--- config.mk ---
export PLATFORM = sky130hd
export DESIGN_NAME = des_keygen_dec
export DESIGN_NICKNAME = d
export VERILOG_FILES = /design/src/rtl/des_pkg.sv /design/src/rtl/des_keygen_dec.sv
export SDC_FILE = /design/constraint.sdc
export NUM_CORES = 1
export LEC_CHECK = 0
export BUFFER_PORTS_ARGS = -buffer_cell sky130_fd_sc_hd__buf_4
export CAP_MARGIN = 20
export CORE_ASPECT_RATIO = 0.7
export CORE_UTILIZATION = 43
export DETAILED_ROUTE_END_ITERATION = 10
export GPL_ROUTABILITY_DRIVEN = 1
export PLACE_DENSITY = 0.74
export SLEW_MARGIN = 40
export SYNTH_ARGS = -nofsm -noshare
export SYNTH_HDL_FRONTEND = slang
export SYNTH_SLANG_ARGS = --single-unit
--- constraint.sdc ---
create_clock -name clk -period 7.2 [get_ports clk]
set_input_delay 1.08 -clock clk [delete_from_list [all_inputs] [get_ports clk]]
set_output_delay 1.08 -clock clk [all_outputs]
set_load 0.02 [all_outputs]
--- src/rtl/des_pkg.sv ---
// Shared DES key-schedule helpers: PC-1/PC-2 permutations, parity check,
// per-round shift table and FSM state encoding (used by encrypt and decrypt schedules).
package des_pkg;

  typedef logic [1:0] state_t;

  localparam state_t ST_IDLE   = 2'd0;
  localparam state_t ST_LOAD   = 2'd1;
  localparam state_t ST_EMIT   = 2'd2;
  localparam state_t ST_FINISH = 2'd3;

  // Left-shift amount applied before round n+1 in the encrypt direction.
  localparam logic [1:0] SHIFT [16] = '{
    2'd1, 2'd1, 2'd2, 2'd2, 2'd2, 2'd2, 2'd2, 2'd2,
    2'd1, 2'd2, 2'd2, 2'd2, 2'd2, 2'd2, 2'd2, 2'd1
  };

  // Tables hold DES bit numbers (1 = MSB) in output order.
  localparam logic [5:0] PC1_C_T [28] = '{
    6'd57, 6'd49, 6'd41, 6'd33, 6'd25, 6'd17, 6'd9,  6'd1,
    6'd58, 6'd50, 6'd42, 6'd34, 6'd26, 6'd18, 6'd10, 6'd2,
    6'd59, 6'd51, 6'd43, 6'd35, 6'd27, 6'd19, 6'd11, 6'd3,
    6'd60, 6'd52, 6'd44, 6'd36
  };

  localparam logic [5:0] PC1_D_T [28] = '{
    6'd63, 6'd55, 6'd47, 6'd39, 6'd31, 6'd23, 6'd15, 6'd7,
    6'd62, 6'd54, 6'd46, 6'd38, 6'd30, 6'd22, 6'd14, 6'd6,
    6'd61, 6'd53, 6'd45, 6'd37, 6'd29, 6'd21, 6'd13, 6'd5,
    6'd28, 6'd20, 6'd12, 6'd4
  };

  localparam logic [5:0] PC2_T [48] = '{
    6'd14, 6'd17, 6'd11, 6'd24, 6'd1,  6'd5,  6'd3,  6'd28,
    6'd15, 6'd6,  6'd21, 6'd10, 6'd23, 6'd19, 6'd12, 6'd4,
    6'd26, 6'd8,  6'd16, 6'd7,  6'd27, 6'd20, 6'd13, 6'd2,
    6'd41, 6'd52, 6'd31, 6'd37, 6'd47, 6'd55, 6'd30, 6'd40,
    6'd51, 6'd45, 6'd33, 6'd48, 6'd44, 6'd49, 6'd39, 6'd56,
    6'd34, 6'd53, 6'd46, 6'd42, 6'd50, 6'd36, 6'd29, 6'd32
  };

  function automatic logic [27:0] pc1_c(input logic [63:0] k);
    logic [27:0] r;
    r = '0;
    for (int i = 0; i < 28; i++)
      r[5'(27 - i)] = k[6'(7'd64 - 7'(PC1_C_T[i]))];
    return r;
  endfunction

  function automatic logic [27:0] pc1_d(input logic [63:0] k);
    logic [27:0] r;
    r = '0;
    for (int i = 0; i < 28; i++)
      r[5'(27 - i)] = k[6'(7'd64 - 7'(PC1_D_T[i]))];
    return r;
  endfunction

  function automatic logic [47:0] pc2(input logic [55:0] cd);
    logic [47:0] r;
    r = '0;
    for (int i = 0; i < 48; i++)
      r[6'(47 - i)] = cd[6'(7'd56 - 7'(PC2_T[i]))];
    return r;
  endfunction

  // Every byte must carry an odd number of ones.
  function automatic logic odd_parity_ok(input logic [63:0] k);
    logic ok;
    ok = 1'b1;
    for (int b = 0; b < 8; b++)
      ok = ok & (^(8'(k >> (8 * b))));
    return ok;
  endfunction

  function automatic logic [27:0] rotr28(input logic [27:0] h, input logic [1:0] n);
    return (n == 2'd1) ? {h[0], h[27:1]} : {h[1:0], h[27:2]};
  endfunction

endpackage

--- src/rtl/des_keygen_dec.sv ---
// Decrypt-direction DES key schedule: emits K16..K1 over a valid/ready handshake,
// deriving each subkey by right-rotating the C/D halves in place.
module des_keygen_dec
  import des_pkg::*;
#(
  parameter bit CHECK_PARITY = 1'b0
) (
  input  logic        clk,
  input  logic        rst,
  input  logic        start,
  input  logic [63:0] key,
  input  logic        out_ready,
  output logic        out_valid,
  output logic [47:0] Kn,
  output logic [3:0]  kn_idx,
  output logic        busy,
  output logic        done,
  output logic        key_err
);

  state_t      state_q, state_d;
  logic [63:0] key_q, key_d;
  logic [55:0] cd_q, cd_d;
  logic [3:0]  kn_idx_q, kn_idx_d;
  logic        handshake;
  logic        parity_fail;

  assign handshake   = (state_q == ST_EMIT) && out_ready;
  assign parity_fail = CHECK_PARITY && !odd_parity_ok(key_q);

  // NOTE: sequential state uses non-blocking assignments so every flop samples
  // pre-edge values; the reset branch is asynchronous and listed in the sensitivity.
  always_ff @(posedge clk or posedge rst) begin
    if (rst) state_q <= ST_IDLE;
    else     state_q <= state_d;
  end

  // NOTE: each always_comb assigns its outputs a default first so no path
  // leaves a variable unassigned and infers a latch.
  always_comb begin
    state_d = state_q;
    unique case (state_q)
      ST_IDLE:   if (start) state_d = ST_LOAD;
      ST_LOAD:   state_d = parity_fail ? ST_IDLE : ST_EMIT;
      ST_EMIT:   if (handshake && (kn_idx_q == 4'd0)) state_d = ST_FINISH;
      ST_FINISH: state_d = ST_IDLE;
      default:   state_d = ST_IDLE;
    endcase
  end

  // C16D16 equals C0D0, so K16 comes straight from PC-1 and later rounds rotate right.
  always_comb begin
    key_d    = key_q;
    cd_d     = cd_q;
    kn_idx_d = kn_idx_q;
    unique case (state_q)
      ST_IDLE: if (start) key_d = key;
      ST_LOAD: begin
        if (!parity_fail) begin
          cd_d     = {pc1_c(key_q), pc1_d(key_q)};
          kn_idx_d = 4'd15;
        end
      end
      ST_EMIT: begin
        if (handshake && (kn_idx_q != 4'd0)) begin
          cd_d     = {rotr28(cd_q[55:28], SHIFT[kn_idx_q]),
                      rotr28(cd_q[27:0],  SHIFT[kn_idx_q])};
          kn_idx_d = kn_idx_q - 4'd1;
        end
      end
      default: ;
    endcase
  end

  always_ff @(posedge clk or posedge rst) begin
    if (rst) begin
      key_q    <= '0;
      cd_q     <= '0;
      kn_idx_q <= '0;
    end else begin
      key_q    <= key_d;
      cd_q     <= cd_d;
      kn_idx_q <= kn_idx_d;
    end
  end

  always_comb begin
    out_valid = 1'b0;
    busy      = 1'b0;
    done      = 1'b0;
    key_err   = 1'b0;
    unique case (state_q)
      ST_IDLE:   ;
      ST_LOAD:   begin busy = 1'b1; key_err = parity_fail; end
      ST_EMIT:   begin busy = 1'b1; out_valid = 1'b1; end
      ST_FINISH: begin busy = 1'b1; done = 1'b1; end
      default:   ;
    endcase
  end

  assign Kn     = pc2(cd_q);
  assign kn_idx = kn_idx_q;

endmodule

## After elaboration in Yosys (flattened, before gate mapping)

Memories as Yosys holds them, arrays and structs flattened.
Index checks and enable logic that the tools add are counted.

| operators by class | value |
|---|---|
| $add $sub $neg | 1 |
| $lt $le $gt $ge | 1 |
| reduce and logical (&&, ||, !) cells | 11 |
| mux-type cells | 14 |
| equal/unequal tests | 7 |
| bitwise logic cells | 1 |

Operators by type and width:

| cell | number |
|---|---|
| case mux 56 bit (2 select lines) | 1 |
| two-way mux 28 bit | 2 |
| two-way mux 56 bit | 1 |
| two-way mux 2 bit | 4 |
| case mux 2 bit (4 select lines) | 1 |
| case mux 4 bit (2 select lines) | 1 |
| AND reduction 2 bit | 3 |
| greater-or-equal comparator 5 bit (second input constant) | 1 |
| inverter 4 -> 5 bit | 1 |
| equality test 2 x 1 -> 1 bit (second input constant) | 2 |
| equality test 2 bit (second input constant) | 2 |
| logical NOT 4 bit | 1 |
| two-way mux 4 bit | 1 |
| != test 2 x 1 -> 1 bit (second input constant) | 2 |
| nonzero test 4 bit | 1 |
| subtractor 4 x 1 -> 4 bit (second input constant) | 1 |
| logical AND 1 bit | 3 |
| two-way mux 1 bit | 3 |
| OR reduction 3 bit | 1 |
| logical NOT 2 bit | 1 |
| != test 2 bit (second input constant) | 1 |
| nonzero test 2 bit | 1 |

| word-level totals | value |
|---|---|
| word-level logic and storage cells | 40 |
| memories | 1 |
| register bits after elaboration | 125 |
| memory bits (read-only) | 32 |

Memories:

| name | depth | width | rd ports | clocked after Yosys merged registers in | write ports | line | RTL |
|---|---|---|---|---|---|---|---|
| (no name shown) | 16 | 2 | 1 | 0 | 0 | des_keygen_dec.sv:67 | `rotr28(cd_q[27:0], SHIFT[kn_idx_q])};` |

## Depth between registers and ports, before layout

| depth | value |
|---|---|
| depth in word-level cells | 8 |
| mapped depth | 8 |

## Worst setup path after synthesis

No wires, ideal clock.

| timing path | value |
|---|---|
| path type | input to register |
| start | in start |
| end | reg key_q[11] |
| data arrival time | 1910 ps |
| path buffers | 1 |
| library setup time | 125 ps |
| setup slack | 5165 ps |
| cell stages on the path | 3 |
| cell sequence | nand2_1 -> buf_1 -> mux2_2 |

| on the way | value |
|---|---|
| longest elaborated chain between the ends | 1 |

RTL lines:

| what | line | RTL |
|---|---|---|
| start: declaration | des_keygen_dec.sv:10 | `input logic start,` |
| AND reduction 2 bit (no source line) | - |  |
| end signal: assignment | des_keygen_dec.sv:81 | `key_q <= key_d;` |
| end: declaration | des_keygen_dec.sv:22 | `logic [63:0] key_q, key_d;` |

No other way between the ends.
A chain may end at the register's enable or synchronous reset.

## Final worst setup path

| timing path | value |
|---|---|
| start | reg kn_idx_q[1] (netlist: kn_idx[1]) |
| end | reg kn_idx_q[2] (netlist: kn_idx[2]) |

| on the way | value |
|---|---|
| longest elaborated chain between the ends | 4 |

RTL lines:

| what | line | RTL |
|---|---|---|
| start: declaration | des_keygen_dec.sv:24 | `logic [3:0] kn_idx_q, kn_idx_d;` |
| start signal: assignment | des_keygen_dec.sv:83 | `kn_idx_q <= kn_idx_d;` |
| branches (longest 4 deep; another with subtractor 4 x 1 -> 4 bit) | - |  |

Several ways; the timed one is not identified. The select of a mux whose other input is x is not followed.

==> results.rst <==
.. list-table::
   :header-rows: 1

   * - Metric
     - Value
   * - Area delta synth->final
     - 12.6%
   * - CTS-repair resized insts
     - 0
   * - Standard cell core area
     - 11100 µm²
   * - Grt total ovfl
     - 0
   * - Status
     - completed
   * - Row cnt
     - 32
   * - Antenna fix cells
     - 0
   * - CP arrival
     - 2.77 ns
   * - Fin crit share
     - 35.4%
   * - CP required
     - 7.42 ns
   * - TritonCTS Buffers
     - 9
   * - Capture endpoint of the worst hold path
     - cd_q[31]$_DFFE_PP0P_
   * - Mapped cell area
     - 4920 µm²
   * - Antenna violations before repair
     - 0
   * - Vias per cell
     - 5.14
   * - Number of maximum-capacitance violations
     - 0
   * - Count of cell types in the netlist
     - 32
   * - Root buffer cell
     - sky130_fd_sc_hd__clkbuf_16
   * - Initial Utilization
     - 44.5%
   * - Overall Global Routing Usage
     - 16.8%
   * - Pin count of the biggest net entering global routing
     - 119
   * - Worst hold path type
     - reg -> reg
   * - Number of clock sinks
     - 94
   * - Count of final max-slew check failures
     - 0
   * - Worst Skew
     - 0.0105 ns
   * - Cell with the largest stage delay on the worst path
     - sky130_fd_sc_hd__buf_6
   * - Top FF cell, synth
     - sky130_fd_sc_hd__dfrtp_1
   * - Cts-stage hold buffer count
     - 0
   * - Flop2flop setup slack
     - 4.65 ns
   * - Startpoint kind of the worst setup timing path
     - register
   * - Worst-path clk slew
     - 0.07 ns
   * - X dimension of the die
     - 130 µm
   * - Weighted congestion reported at the end of routability-driven placement
     - 0.719
   * - Largest fanout on the critical path
     - 118
   * - Clock Latency Late Sink
     - 0.33 ns
   * - Post-route antenna net violation count
     - 0
   * - Layout Nets
     - 550
   * - Min-Delay Path Depth
     - 2
   * - Upper clock frequency limit
     - 392 MHz
   * - Final setup TNS
     - 0 ns
   * - Reg-to-Reg End
     - kn_idx[2]$_DFFE_PP0P_
   * - Average detailed-routed wire length per instance
     - 14.7 µm
   * - Die boundary height
     - 91.5 µm
   * - Worst reg2reg path startpoint
     - kn_idx[1]$_DFFE_PP0P_
   * - Average size of a mapped cell
     - 11.0 µm²
   * - Clock tree from TritonCTS
     - built
   * - Max transition margin
     - 47.2%
   * - Leakage
     - 2.40 nW
   * - Vias after detailed routing
     - 3244
   * - Full die area
     - 11900 µm²
   * - Hold Startpoint
     - key_q[4]$_DFFE_PP0P_
   * - Total of buffers placed on input and output ports
     - 74
   * - Final min period
     - 2.55 ns
   * - Share of post-route cells with drive strength above 1
     - 27.8%
   * - Slowest stage delay, CP
     - 0.57 ns
   * - Flop and latch count out of synthesis
     - 94
   * - Start-to-end type of the worst setup path
     - reg -> reg
   * - Residual DRC count
     - 0
   * - Endpoints failing setup
     - 0
   * - Setup fix buffers added after clock tree synthesis
     - 0
   * - CTS H-Tree Depth
     - 3
   * - Synthesis warning total
     - 0
   * - Setup crit end kind
     - register
   * - Top-level port count
     - 124
   * - Unrepaired setup endpoints after global routing
     - false
   * - Post-synthesis async set-or-reset flop share
     - 100%
   * - Maximum vdd ir drop
     - 318 µV
   * - Core Util, Final
     - 50.1%
   * - Critical path cell sequence
     - inv_1 -> ha_1 -> or3b_4 -> nand3_4 -> buf_6 -> mux2_1 -> o22a_1
   * - Reg2reg path depth
     - 7
   * - Maximum buffer depth of the clock tree
     - 2
   * - Cells after Synth
     - 447
   * - Vias in the first global route
     - 3152
   * - Total Wirelength
     - 9290 µm
   * - Number of hold violations in the final report
     - 0
   * - Register area share after synthesis
     - 47.8%
   * - First drt pass iteration count
     - 4
   * - Measured slew at the worst slew-check pin
     - 0.792 ns
   * - Drt initial violations
     - 179
   * - Wire length of the first global-routing pass
     - 15600 µm
   * - Power per Cell Area
     - 444 nW/µm²
   * - DP HPWL
     - 5930 µm
   * - EDFF count, synth
     - 0
-- layout by cell type, fill, tap and decap left out, types with 2 or more instances in the layout --
cell,n
sky130_fd_sc_hd__dfrtp_1,94
sky130_fd_sc_hd__buf_4,76
sky130_fd_sc_hd__mux2i_1,56
sky130_fd_sc_hd__nand3_1,56
sky130_fd_sc_hd__nand2_1,36
sky130_fd_sc_hd__mux2_2,33
sky130_fd_sc_hd__o211ai_1,32
sky130_fd_sc_hd__o21ai_1,25
sky130_fd_sc_hd__conb_1,17
sky130_fd_sc_hd__ha_1,9
sky130_fd_sc_hd__clkbuf_16,9
sky130_fd_sc_hd__inv_1,6
sky130_fd_sc_hd__clkbuf_8,3
sky130_fd_sc_hd__buf_6,3
sky130_fd_sc_hd__mux2_1,2
sky130_fd_sc_hd__clkbuf_1,2
sky130_fd_sc_hd__clkinvlp_4,2
-- final cells by class --
class	instances	area (µm²)
fill	1016	5510
sequential	94	2350
multi-input combinational	282	2070
timing repair buffer	79	604
clock buffer	14	274
tap	153	191
inverter	7	28.8
clock inverter	2	15.0
-- cell usage after synthesis (2+ instances only) --
cell / instances / area share [%]
sky130_fd_sc_hd__mux2i_1: 56 / 11
sky130_fd_sc_hd__buf_4: 51 / 7.8
sky130_fd_sc_hd__mux2_2: 33 / 7.6
sky130_fd_sc_hd__clkbuf_1: 9 / 0.69
sky130_fd_sc_hd__buf_1: 3 / 0.23
sky130_fd_sc_hd__nor2b_1: 2 / 0.25
sky130_fd_sc_hd__nand3_1: 56 / 5.7
sky130_fd_sc_hd__inv_1: 7 / 0.53
sky130_fd_sc_hd__mux2_1: 2 / 0.46
sky130_fd_sc_hd__buf_2: 10 / 1.0
sky130_fd_sc_hd__o21ai_1: 25 / 2.5
sky130_fd_sc_hd__ha_1: 9 / 2.3
sky130_fd_sc_hd__dfrtp_1: 94 / 48
sky130_fd_sc_hd__nand2_1: 36 / 2.7
sky130_fd_sc_hd__o211ai_1: 32 / 4.9
sky130_fd_sc_hd__buf_6: 6 / 1.4
-- stage by stage --
step	hold slack (ns)	cells	total power, mW	setup slack [ns]	cell area, µm²
3_5_place_dp	0.494	615	2.03	4.61	5250
6_report	0.496	631	2.46	4.65	5540
5_1_grt	0.524	631	2.64	4.46	5540
2_1_floorplan	0.471	463	1.83	3.67	4980
3_3_place_gp	0.489	615	1.97	4.44	5230
4_1_cts	0.503	631	2.49	4.63	5530
-- flip-flops by register name, summed over array words and instances (netlist names) --
| signal | count |
|---|---|
| kn_idx | 4 |
| cd_q | 56 |
| key_q | 32 |
| state_q | 2 |
-- cells by family (layout without fill, tap and decap cells) --
group,Yosys count,in the layout,synth area share (%)
adders and majority gates,9,9,2.29
and+or+nand+nor,102,102,9.98
DFF,94,94,47.8
muxes,91,91,19.4
xor gates and xnor gates,1,1,0.178
buffers and inverters,87,102,11.8
AOI/OAI and AO/OA,62,62,8.42
other,1,17,0.0763
-- layer usage --
layer | global-route usage (%) | routed length, µm | vias to the layer above
li1 | - | - | 1565
met1 | 22.4 | 4390 | 1603
met2 | 26.7 | 4420 | 68
met3 | 5.01 | 421 | 8
met4 | 3.88 | 61 | 0
met5 | 0 | 0 | -
-- how the worst max path moves through the flow --
| stage | slack [ns] | from | cells past startpoint | to |
|---|---|---|---|---|
| final | 4.65 | kn_idx[1]$_DFFE_PP0P_ | 7 | kn_idx[2]$_DFFE_PP0P_ |
| after global routing | 4.46 | kn_idx[0]$_DFFE_PP0P_ | 7 | kn_idx[2]$_DFFE_PP0P_ |
| after CTS | 4.63 | kn_idx[1]$_DFFE_PP0P_ | 7 | kn_idx[2]$_DFFE_PP0P_ |
| after detailed placement | 4.61 | out_ready | 5 | kn_idx[2]$_DFFE_PP0P_ |
| after global placement | 4.44 | out_ready | 5 | kn_idx[2]$_DFFE_PP0P_ |
| after floorplan | 3.67 | rst | 1 | cd_q[0]$_DFFE_PP0P_ |
-- power breakdown --
| group | internal, mW | switching, mW | leakage (nW) |
|---|---|---|---|
| logic | 0.488 | 0.577 | 1.08 |
| clock network | 0.263 | 0.194 | 0.135 |
| registers | 0.756 | 0.179 | 1.18 |
-- critical path, delay by kind of cell (launching register included) --
family	cells	cell delay [ns]
AO/OA/AOI/OAI	1	0.19
multiplexers	1	0.38
buffers and inverters	2	0.69
adder cells (fa/ha/maj)	1	0.16
flip-flops	1	0.48
AND/OR/NAND/NOR	2	0.51
Note: power is estimated with default switching activity, not from simulation.
